<file path="src/rtl/ip_tx_pkg.sv">
// Shared types and constants for the IP transmit scheduler.
// Latency: n/a (declarations only).
// Backpressure: n/a (declarations only).
package ip_tx_pkg;

    // Scheduler state encoding
    typedef enum logic [1:0] {
        ST_IDLE  = 2'd0,
        ST_GRANT = 2'd1,
        ST_SENT  = 2'd2,
        ST_BUSY  = 2'd3
    } tx_state_t;

    // Client indices
    localparam logic CLI_ICMP = 1'b0;
    localparam logic CLI_UDP  = 1'b1;

    // IP protocol numbers used by the two clients
    localparam logic [7:0] PROTO_ICMP = 8'h01;
    localparam logic [7:0] PROTO_UDP  = 8'h11;

    // Transmit-buffer offset used by the ICMP echo-reply engine
    localparam logic [2:0] ICMP_OFFSET = 3'b100;

    // One client's RAM write bus plus its send request and attributes
    typedef struct packed {
        logic        wr_ram;
        logic [7:0]  wr_data;
        logic [7:0]  wr_addr;
        logic        send;
        logic [15:0] size;
        logic [31:0] dest_ip;
        logic [2:0]  offset;
        logic [7:0]  protocol;
    } tx_bus_t;

endpackage

</file>
<file path="src/rtl/tx_rr_arb2.sv">
// Two-input round-robin picker: chooses a requester, favouring the one not served last.
// Latency: purely combinational.
// Backpressure: none; the caller decides when the pick is consumed.
// Ports: req[1:0] requests, last = index served most recently,
//        valid = some request present, pick = chosen index.
module tx_rr_arb2
    import ip_tx_pkg::*;
(
    input  logic [1:0] req,
    input  logic       last,
    output logic       valid,
    output logic       pick
);

    always_comb begin
        valid = |req;
        // With a single requester it wins outright; on contention the
        // client that was not served last goes first.
        if (req == 2'b11) begin
            pick = ~last;
        end else begin
            pick = req[1];
        end
    end

endmodule

</file>
<file path="src/rtl/ip_tx_scheduler.sv">
// Shares the IP transmit path (TX RAM write port + sendDatagram) between the ICMP and UDP clients.
// Latency: grant one edge after req is seen in IDLE; write/send path is zero-latency pass-through.
// Backpressure: a grant is held through send and IP busy; stalled grants are revoked by a watchdog.
// Ports: cN_* client N request/write/send inputs and grant/complete outputs; ram_complete and
//        ip_busy from downstream; muxed wrRAM/wrData/wrAddr and send attributes to the IP layer;
//        timeout_err pulses for the cycle in which the watchdog revokes a grant.
module ip_tx_scheduler
    import ip_tx_pkg::*;
#(
    parameter int TIMEOUT = 4096,
    parameter int TW      = 13
)
(
    input  logic        clk,
    input  logic        reset_n,
    input  logic        c0_req,
    output logic        c0_gnt,
    output logic        c0_complete,
    input  logic        c0_wrRAM,
    input  logic [7:0]  c0_wrData,
    input  logic [7:0]  c0_wrAddr,
    input  logic        c0_sendDatagram,
    input  logic [15:0] c0_sendDatagramSize,
    input  logic [31:0] c0_destinationIP,
    input  logic [2:0]  c0_addressOffset,
    input  logic [7:0]  c0_protocol,
    input  logic        c1_req,
    output logic        c1_gnt,
    output logic        c1_complete,
    input  logic        c1_wrRAM,
    input  logic [7:0]  c1_wrData,
    input  logic [7:0]  c1_wrAddr,
    input  logic        c1_sendDatagram,
    input  logic [15:0] c1_sendDatagramSize,
    input  logic [31:0] c1_destinationIP,
    input  logic [2:0]  c1_addressOffset,
    input  logic [7:0]  c1_protocol,
    input  logic        ram_complete,
    output logic        wrRAM,
    output logic [7:0]  wrData,
    output logic [7:0]  wrAddr,
    output logic        sendDatagram,
    output logic [15:0] sendDatagramSize,
    output logic [31:0] destinationIP,
    output logic [2:0]  addressOffset,
    output logic [7:0]  protocolOut,
    input  logic        ip_busy,
    output logic        timeout_err
);

    localparam logic [TW-1:0] WD_LAST = TW'(TIMEOUT - 1);

    tx_state_t     state_q, state_d;
    logic          owner_q, owner_d;
    logic          last_q, last_d;
    logic [TW-1:0] wd_q, wd_d;
    logic          c0_gnt_q, c0_gnt_d;
    logic          c1_gnt_q, c1_gnt_d;

    logic          arb_valid, arb_pick;
    logic          own_req, wd_expired;
    tx_bus_t       c0_bus, c1_bus, own_bus, out_bus;

    tx_rr_arb2 u_arb (
        .req   ({c1_req, c0_req}),
        .last  (last_q),
        .valid (arb_valid),
        .pick  (arb_pick)
    );

    always_comb begin
        c0_bus = '{wr_ram: c0_wrRAM, wr_data: c0_wrData, wr_addr: c0_wrAddr,
                   send: c0_sendDatagram, size: c0_sendDatagramSize,
                   dest_ip: c0_destinationIP, offset: c0_addressOffset,
                   protocol: c0_protocol};
        c1_bus = '{wr_ram: c1_wrRAM, wr_data: c1_wrData, wr_addr: c1_wrAddr,
                   send: c1_sendDatagram, size: c1_sendDatagramSize,
                   dest_ip: c1_destinationIP, offset: c1_addressOffset,
                   protocol: c1_protocol};
        own_bus    = (owner_q == CLI_UDP) ? c1_bus : c0_bus;
        own_req    = (owner_q == CLI_UDP) ? c1_req : c0_req;
        // Only the GRANT phase exposes the owner's bus; this is also what
        // drops repeat send pulses once the datagram has been launched.
        out_bus    = (state_q == ST_GRANT) ? own_bus : '0;
        wd_expired = (wd_q == WD_LAST);
    end

    always_comb begin
        state_d     = state_q;
        owner_d     = owner_q;
        last_d      = last_q;
        wd_d        = wd_q;
        timeout_err = 1'b0;
        case (state_q)
            ST_IDLE: begin
                if (arb_valid) begin
                    state_d = ST_GRANT;
                    owner_d = arb_pick;
                    last_d  = arb_pick;
                    wd_d    = '0;
                end
            end
            ST_GRANT: begin
                // A send in the same cycle as req falling still counts as a send.
                if (own_bus.send) begin
                    state_d = ST_SENT;
                    wd_d    = '0;
                end else if (!own_req) begin
                    state_d = ST_IDLE;
                end else if (wd_expired) begin
                    state_d     = ST_IDLE;
                    timeout_err = 1'b1;
                end else begin
                    wd_d = wd_q + TW'(1);
                end
            end
            ST_SENT: begin
                if (ip_busy) begin
                    state_d = ST_BUSY;
                end else if (wd_expired) begin
                    state_d     = ST_IDLE;
                    timeout_err = 1'b1;
                end else begin
                    wd_d = wd_q + TW'(1);
                end
            end
            ST_BUSY: begin
                if (!ip_busy) begin
                    state_d = ST_IDLE;
                end
            end
            default: state_d = ST_IDLE;
        endcase
        c0_gnt_d = (state_d != ST_IDLE) && (owner_d == CLI_ICMP);
        c1_gnt_d = (state_d != ST_IDLE) && (owner_d == CLI_UDP);
    end

    always_ff @(posedge clk or negedge reset_n) begin
        if (!reset_n) begin
            state_q  <= ST_IDLE;
            owner_q  <= CLI_ICMP;
            last_q   <= 1'b1;
            wd_q     <= '0;
            c0_gnt_q <= 1'b0;
            c1_gnt_q <= 1'b0;
        end else begin
            state_q  <= state_d;
            owner_q  <= owner_d;
            last_q   <= last_d;
            wd_q     <= wd_d;
            c0_gnt_q <= c0_gnt_d;
            c1_gnt_q <= c1_gnt_d;
        end
    end

    assign c0_gnt           = c0_gnt_q;
    assign c1_gnt           = c1_gnt_q;
    assign c0_complete      = c0_gnt_q & ram_complete;
    assign c1_complete      = c1_gnt_q & ram_complete;
    assign wrRAM            = out_bus.wr_ram;
    assign wrData           = out_bus.wr_data;
    assign wrAddr           = out_bus.wr_addr;
    assign sendDatagram     = out_bus.send;
    assign sendDatagramSize = out_bus.size;
    assign destinationIP    = out_bus.dest_ip;
    assign addressOffset    = out_bus.offset;
    assign protocolOut      = out_bus.protocol;

endmodule

</file>
<file path="config.mk">
export PLATFORM = sky130hd
export DESIGN_NAME = ip_tx_scheduler
export DESIGN_NICKNAME = d
export VERILOG_FILES = /design/src/rtl/ip_tx_pkg.sv /design/src/rtl/tx_rr_arb2.sv /design/src/rtl/ip_tx_scheduler.sv
export SDC_FILE = /design/constraint.sdc
export NUM_CORES = 1
export LEC_CHECK = 0
export CAP_MARGIN = 20
export CORE_UTILIZATION = 29
export CTS_BUF_LIST = sky130_fd_sc_hd__clkbuf_16
export CTS_CLUSTER_DIAMETER = 30
export DETAILED_ROUTE_END_ITERATION = 8
export PLACE_DENSITY = 0.8
export SLEW_MARGIN = 20
export SYNTH_ARGS = -nofsm -noshare
export SYNTH_HDL_FRONTEND = slang
export SYNTH_SLANG_ARGS = --single-unit
</file>
<file path="constraint.sdc">
create_clock -name clk -period 2.05 [get_ports clk]
set_clock_uncertainty 0.15 [all_clocks]
set_input_delay 0.5125 -clock clk [delete_from_list [all_inputs] [get_ports clk]]
set_output_delay 0.5125 -clock clk [all_outputs]
set_load 0.01 [all_outputs]
</file>
# Word-level counts from Yosys, hierarchy flattened
# Cells that the tools add are included.
[word_totals]
register_bits = 19
input_bits = 160
output_inout_bits = 82
elab_cells = 51
[classes]
add_sub_neg = 1
n_eq_ne = 8
muxes = 24
bitwise_logic = 4
n_reduce_logical = 8
[ops]
columns = ["cell", "n"]
rows = [
  ["2-to-1 mux 77 bit", 2],
  ["2-to-1 mux 13 bit", 5],
  ["one-hot mux 13 bit (3 select lines)", 1],
  ["adder 13 x 1 -> 13 bit (second input constant)", 1],
  ["equality test 13 x 12 -> 1 bit (second input constant)", 1],
  ["2-to-1 mux 2 bit", 6],
  ["2-to-1 mux 1 bit", 8],
  ["one-hot mux 2 bit (4 select lines)", 1],
  ["equality test 2 bit (second input constant)", 3],
  ["inequality test 2 bit (second input constant)", 2],
  ["AND reduction 4 bit", 1],
  ["inequality test 3 bit (second input constant)", 1],
  ["nonzero test 3 bit", 1],
  ["AND 1 bit", 2],
  ["equality test 2 x 1 -> 1 bit (second input constant)", 1],
  ["logical AND 1 bit", 2],
  ["logical NOT 2 bit", 1],
  ["inverter 1 bit", 2],
  ["one-hot mux 1 bit (2 select lines)", 1],
  ["AND reduction 2 bit", 1],
  ["nonzero test 2 bit", 1],
  ["OR reduction 2 bit", 1],
]

# Logic depth before layout (Yosys ltp)
[depth]
word_depth = 7
depth_mapped = 9
ltp_nobuf = 7

# Hierarchy
# A second synthesis with hierarchy kept.
[unflattened]
hier_cells = 304
hier_area_um2 = 2588.7
[modules_own_cells]
columns = ["module", "n_inst", "cells_each", "area_each_um2", "seq_area_each_um2"]
rows = [
  ["ip_tx_scheduler", 1, 302, 2575.0, 476.7],
  ["tx_rr_arb2", 1, 2, 13.8, 0.0],
]

# Least setup slack after synthesis
# OpenSTA, ideal clock, no wires.
[synth_timing]
path_type = "register to output"
startpoint = "register state_q[1]"
endpoint = "output port destinationIP[24]"
t_arrival_ns = 1.524
required_ns = 1.387
path_slack_ns = -0.137
path_stages_with_launch = 7
path_buffers = 3
path_cell_list = "dfrtp_1 > inv_1 > ha_1 > buf_2 > clkbuf_1 > clkbuf_1 > nor2b_1"
[synth_between]
elab_chain_cells = 2
[synth_lines]
columns = ["item", "line_no", "text"]
rows = [
  ["start: declaration", "ip_tx_scheduler.sv:53", "tx_state_t state_q, state_d;"],
  ["start signal: assignment", "ip_tx_scheduler.sv:147", "state_q <= state_d;"],
  ["equality test 2 x 1 -> 1 bit", "ip_tx_scheduler.sv:84", "out_bus = (state_q == ST_GRANT) ? own_bus : '0;"],
  ["2-to-1 mux 77 bit", "ip_tx_scheduler.sv:84", ""],
  ["end: declaration", "ip_tx_scheduler.sv:44", "output logic [31:0] destinationIP,"],
]
# No other way between the ends.

# Worst setup path after layout
[layout_timing]
startpoint = "register owner_q"
endpoint = "output port wrAddr[6]"
[layout_between]
elab_chain_cells = 2
[layout_lines]
columns = ["item", "line_no", "text"]
rows = [
  ["start: declaration", "ip_tx_scheduler.sv:54", "logic owner_q, owner_d;"],
  ["start signal: assignment", "ip_tx_scheduler.sv:148", "owner_q <= owner_d;"],
  ["2-to-1 mux 77 bit", "ip_tx_scheduler.sv:80", "own_bus = (owner_q == CLI_UDP) ? c1_bus : c0_bus;"],
  ["2-to-1 mux 77 bit", "ip_tx_scheduler.sv:84", ""],
  ["end: declaration", "ip_tx_scheduler.sv:41", "output logic [7:0] wrAddr,"],
]
# No other way between the ends.

==> results.cfg <==
[run_status]
result_of_the_run = finished, violations left
violations = setup timing

[critical_path]
worst-setup-path-type = reg -> out
worst-endpoint-arrival_ns = 1.63
crit_required_ns = 1.39
ff2ff_path_depth = 10
timing.rr.start = state_q[0]
crit_start = owner_q
worstSetupStartpointType = flip-flop
timing.reg2reg.setup_slack_ns = -0.19
reg2reg_to = wd_q[11]
worstSetupEndpointType = output port
worst-path-max-fanout = 15
critical_path.endpoint = wrAddr[6]

[clock_network]
postCtsHoldBufs = 0
cts_inserted_buffers = 3
clkSinkCount = 19
cts_tree = yes
h-tree-depth = 1
maximum_number_of_buffers_from_clock_root_to_sink = 2
cts_root_buffer = clkbuf_16
clkTransAtPathRegs_ns = 0.05
clk-insertion-delay-late_ns = 0.25

[floorplan]
die_x_um = 97.3
die_area_um2 = 9480
dieHeight_um = 97.3
coreArea_um2 = 8760
initial_utilization = 0.301
boundaryPins = 242
floorplan.rows = 34

[sta]
final-max-slew-violation-count = 0
layout_worst_path_cycle_share = 1.12
timing.max_slew.rel_slack = 0.790
timing.final.setup_violations = 91
finalWorstSetupSlack_ns = -0.242
total_negative_slack_for_setup_checks_ns = -12.39
maxClockFrequency_ghz = 0.436
fin_crit_ns = 2.29
rsz0062_at_grt = true
hold_violations = 0
worst-slew-pin-transition_ns = 0.306

[routing]
routed_wire_length_per_instance_um = 18.5
vias = 3597
finalWirelength_um = 13600
drcViolationCount = 0
drtPass1Iterations = 4
drtAntennaViolNets = 0
detail_route.iter0.violations = 99
via_per_inst = 4.90

[final_layout]
final_layout_size_suffix_gt1_frac = 0.449
layout.core_utilization = 0.743
postLayoutCellArea_um2 = 6510
n_antenna_cell = 0
layout-area-overhead-vs-synth_pct = 147
nNetsFinal = 794

[synth]
ys_ff_latch = 19
synth.cell_area_um2 = 2640
syn-mean-instance-area_um2 = 8.56
asyncSetResetFlopFracSynth = 1.00
synth.yosys.warnings = 0
ys_top_cells_by_area = mux2i_1 (30%), nor2b_1 (18%), dfrtp_1 (17%)
yosysMostFrequentCell = mux2i_1
synth_seq_area_share = 0.181
synth_top_cell_area_share = 0.300
synth_edf_count = 0
ys.flop_type = dfrtp_1
synthDominantAreaCellType = mux2i_1
netlist_top_cells_count = mux2i_1 (79), nor2b_1 (76), dfrtp_1 (18)
synthDistinctLibCells = 51
post_synth_inst_count = 308
synth_fp_nets = 475

[grt]
grt_start_max_net_pins = 20
global_route.overflow_total = 0
via_count_of_the_first_global_routing_pass = 3859
global_route_wire_length_before_repair_um = 20500
grt.total_usage = 0.271
antenna_found_initial = 0

[pwr]
powerDensity_nw_per_um2 = 1160
max-vdd-ir-drop_uv = 608
power_mw = 7.54
leak_nw = 2.96

[placed_design]
detailedPlace.worstSlack_ns = -0.735
gpl_congestion = 0.837
placedInstanceArea_um2 = 5650
port-buffer-count = 241
dpl.hpwl_um = 9660

[worst_hold_path]
timing.hold.worst.class = reg -> reg

[flow_run]
maximum_capacitance_violations = 0
flip-flops by register name, summed over array words and instances, names as in the netlist:
signal,count
state_q,2
c0_gnt,1
c1_gnt,1
owner_q,1
last_q,1
wd_q,13
kinds of logic after synthesis:
kind of cell	share of synthesized area
AOI/OAI and AO/OA	0.123
xor gates and xnor gates	0.00665
adders and majority gates	0.0332
buffers and inverters	0.0565
DFF	0.181
muxes	0.304
and+or+nand+nor	0.295
area by class of cell:
class	count	area [um^2]
Tap cell	108	135
Multi-Input combinational cell	260	2600
Fill cell	625	2250
Inverter	9	36.3
Clock inverter	1	3.75
Timing Repair Buffer	334	3180
Clock buffer	3	75.1
Sequential cell	19	480
worst min-delay path by stage:
stage	start	endpoint	slack, ns	depth (start not counted)
after detailed placement	wd_q[10]	wd_q[10]	0.36	1
after CTS	wd_q[12]	wd_q[12]	0.37	1
after floorplan	reset_n	c0_gnt	0.07	0
final	wd_q[12]	wd_q[12]	0.38	1
after global placement	wd_q[12]	wd_q[12]	0.33	1
after global routing	wd_q[12]	wd_q[12]	0.40	1
layer usage:
layer / track usage / vias up / routed length [um]
li1: - / 1726 / -
met1: 0.307 / 1714 / 5270
met2: 0.512 / 139 / 7110
met3: 0.0676 / 18 / 1000
met4: 0.0509 / 0 / 223
met5: 0 / - / 0
metrics by stage:
stage,hold slack [ns],cells
finish,0.380,734
global route,0.405,734
CTS,0.370,729
detailed placement,0.355,691
global placement,0.327,691
floorplan,0.0669,308
critical path, cell delays in order (launching register included):
cell and delay [ns]:
dfrtp_4 0.55, buf_12 0.19, buf_4 0.14, mux2i_2 0.16, nor2b_2 0.17, buf_2 0.16
layout by cell type (no fill, tap or decap), types with 4 or more instances in the layout:
cell type and instances:
a21oi_1 6, nor2b_1 32, buf_2 68, buf_12 10, clkbuf_16 5, buf_4 44
mux2i_2 12, inv_1 8, nor2b_2 34, clkdlybuf4s50_1 158, nand2_1 12, nor2b_4 10
buf_6 38, o31ai_4 4, buf_8 4, mux2i_4 12, dfrtp_1 17, nor2_1 8
mux2i_1 55
power breakdown:
part	total [mW]	switching, mW	internal, mW
Combinational	6.60	2.74	3.86
Clock	0.392	0.133	0.259
Sequential	0.545	0.0842	0.461
Total	7.54	2.96	4.58
repair_timing:
| action | in CTS | in global routing |
|---|---|---|
| cloned | 7 | 2 |
| setup buffers | 29 | 6 |
| setup endpoints to repair | 95 | 95 |
| gates resized for setup | 421 | 40 |
| pin swaps | 17 | 14 |
Power figures use the tool's default switching activity.
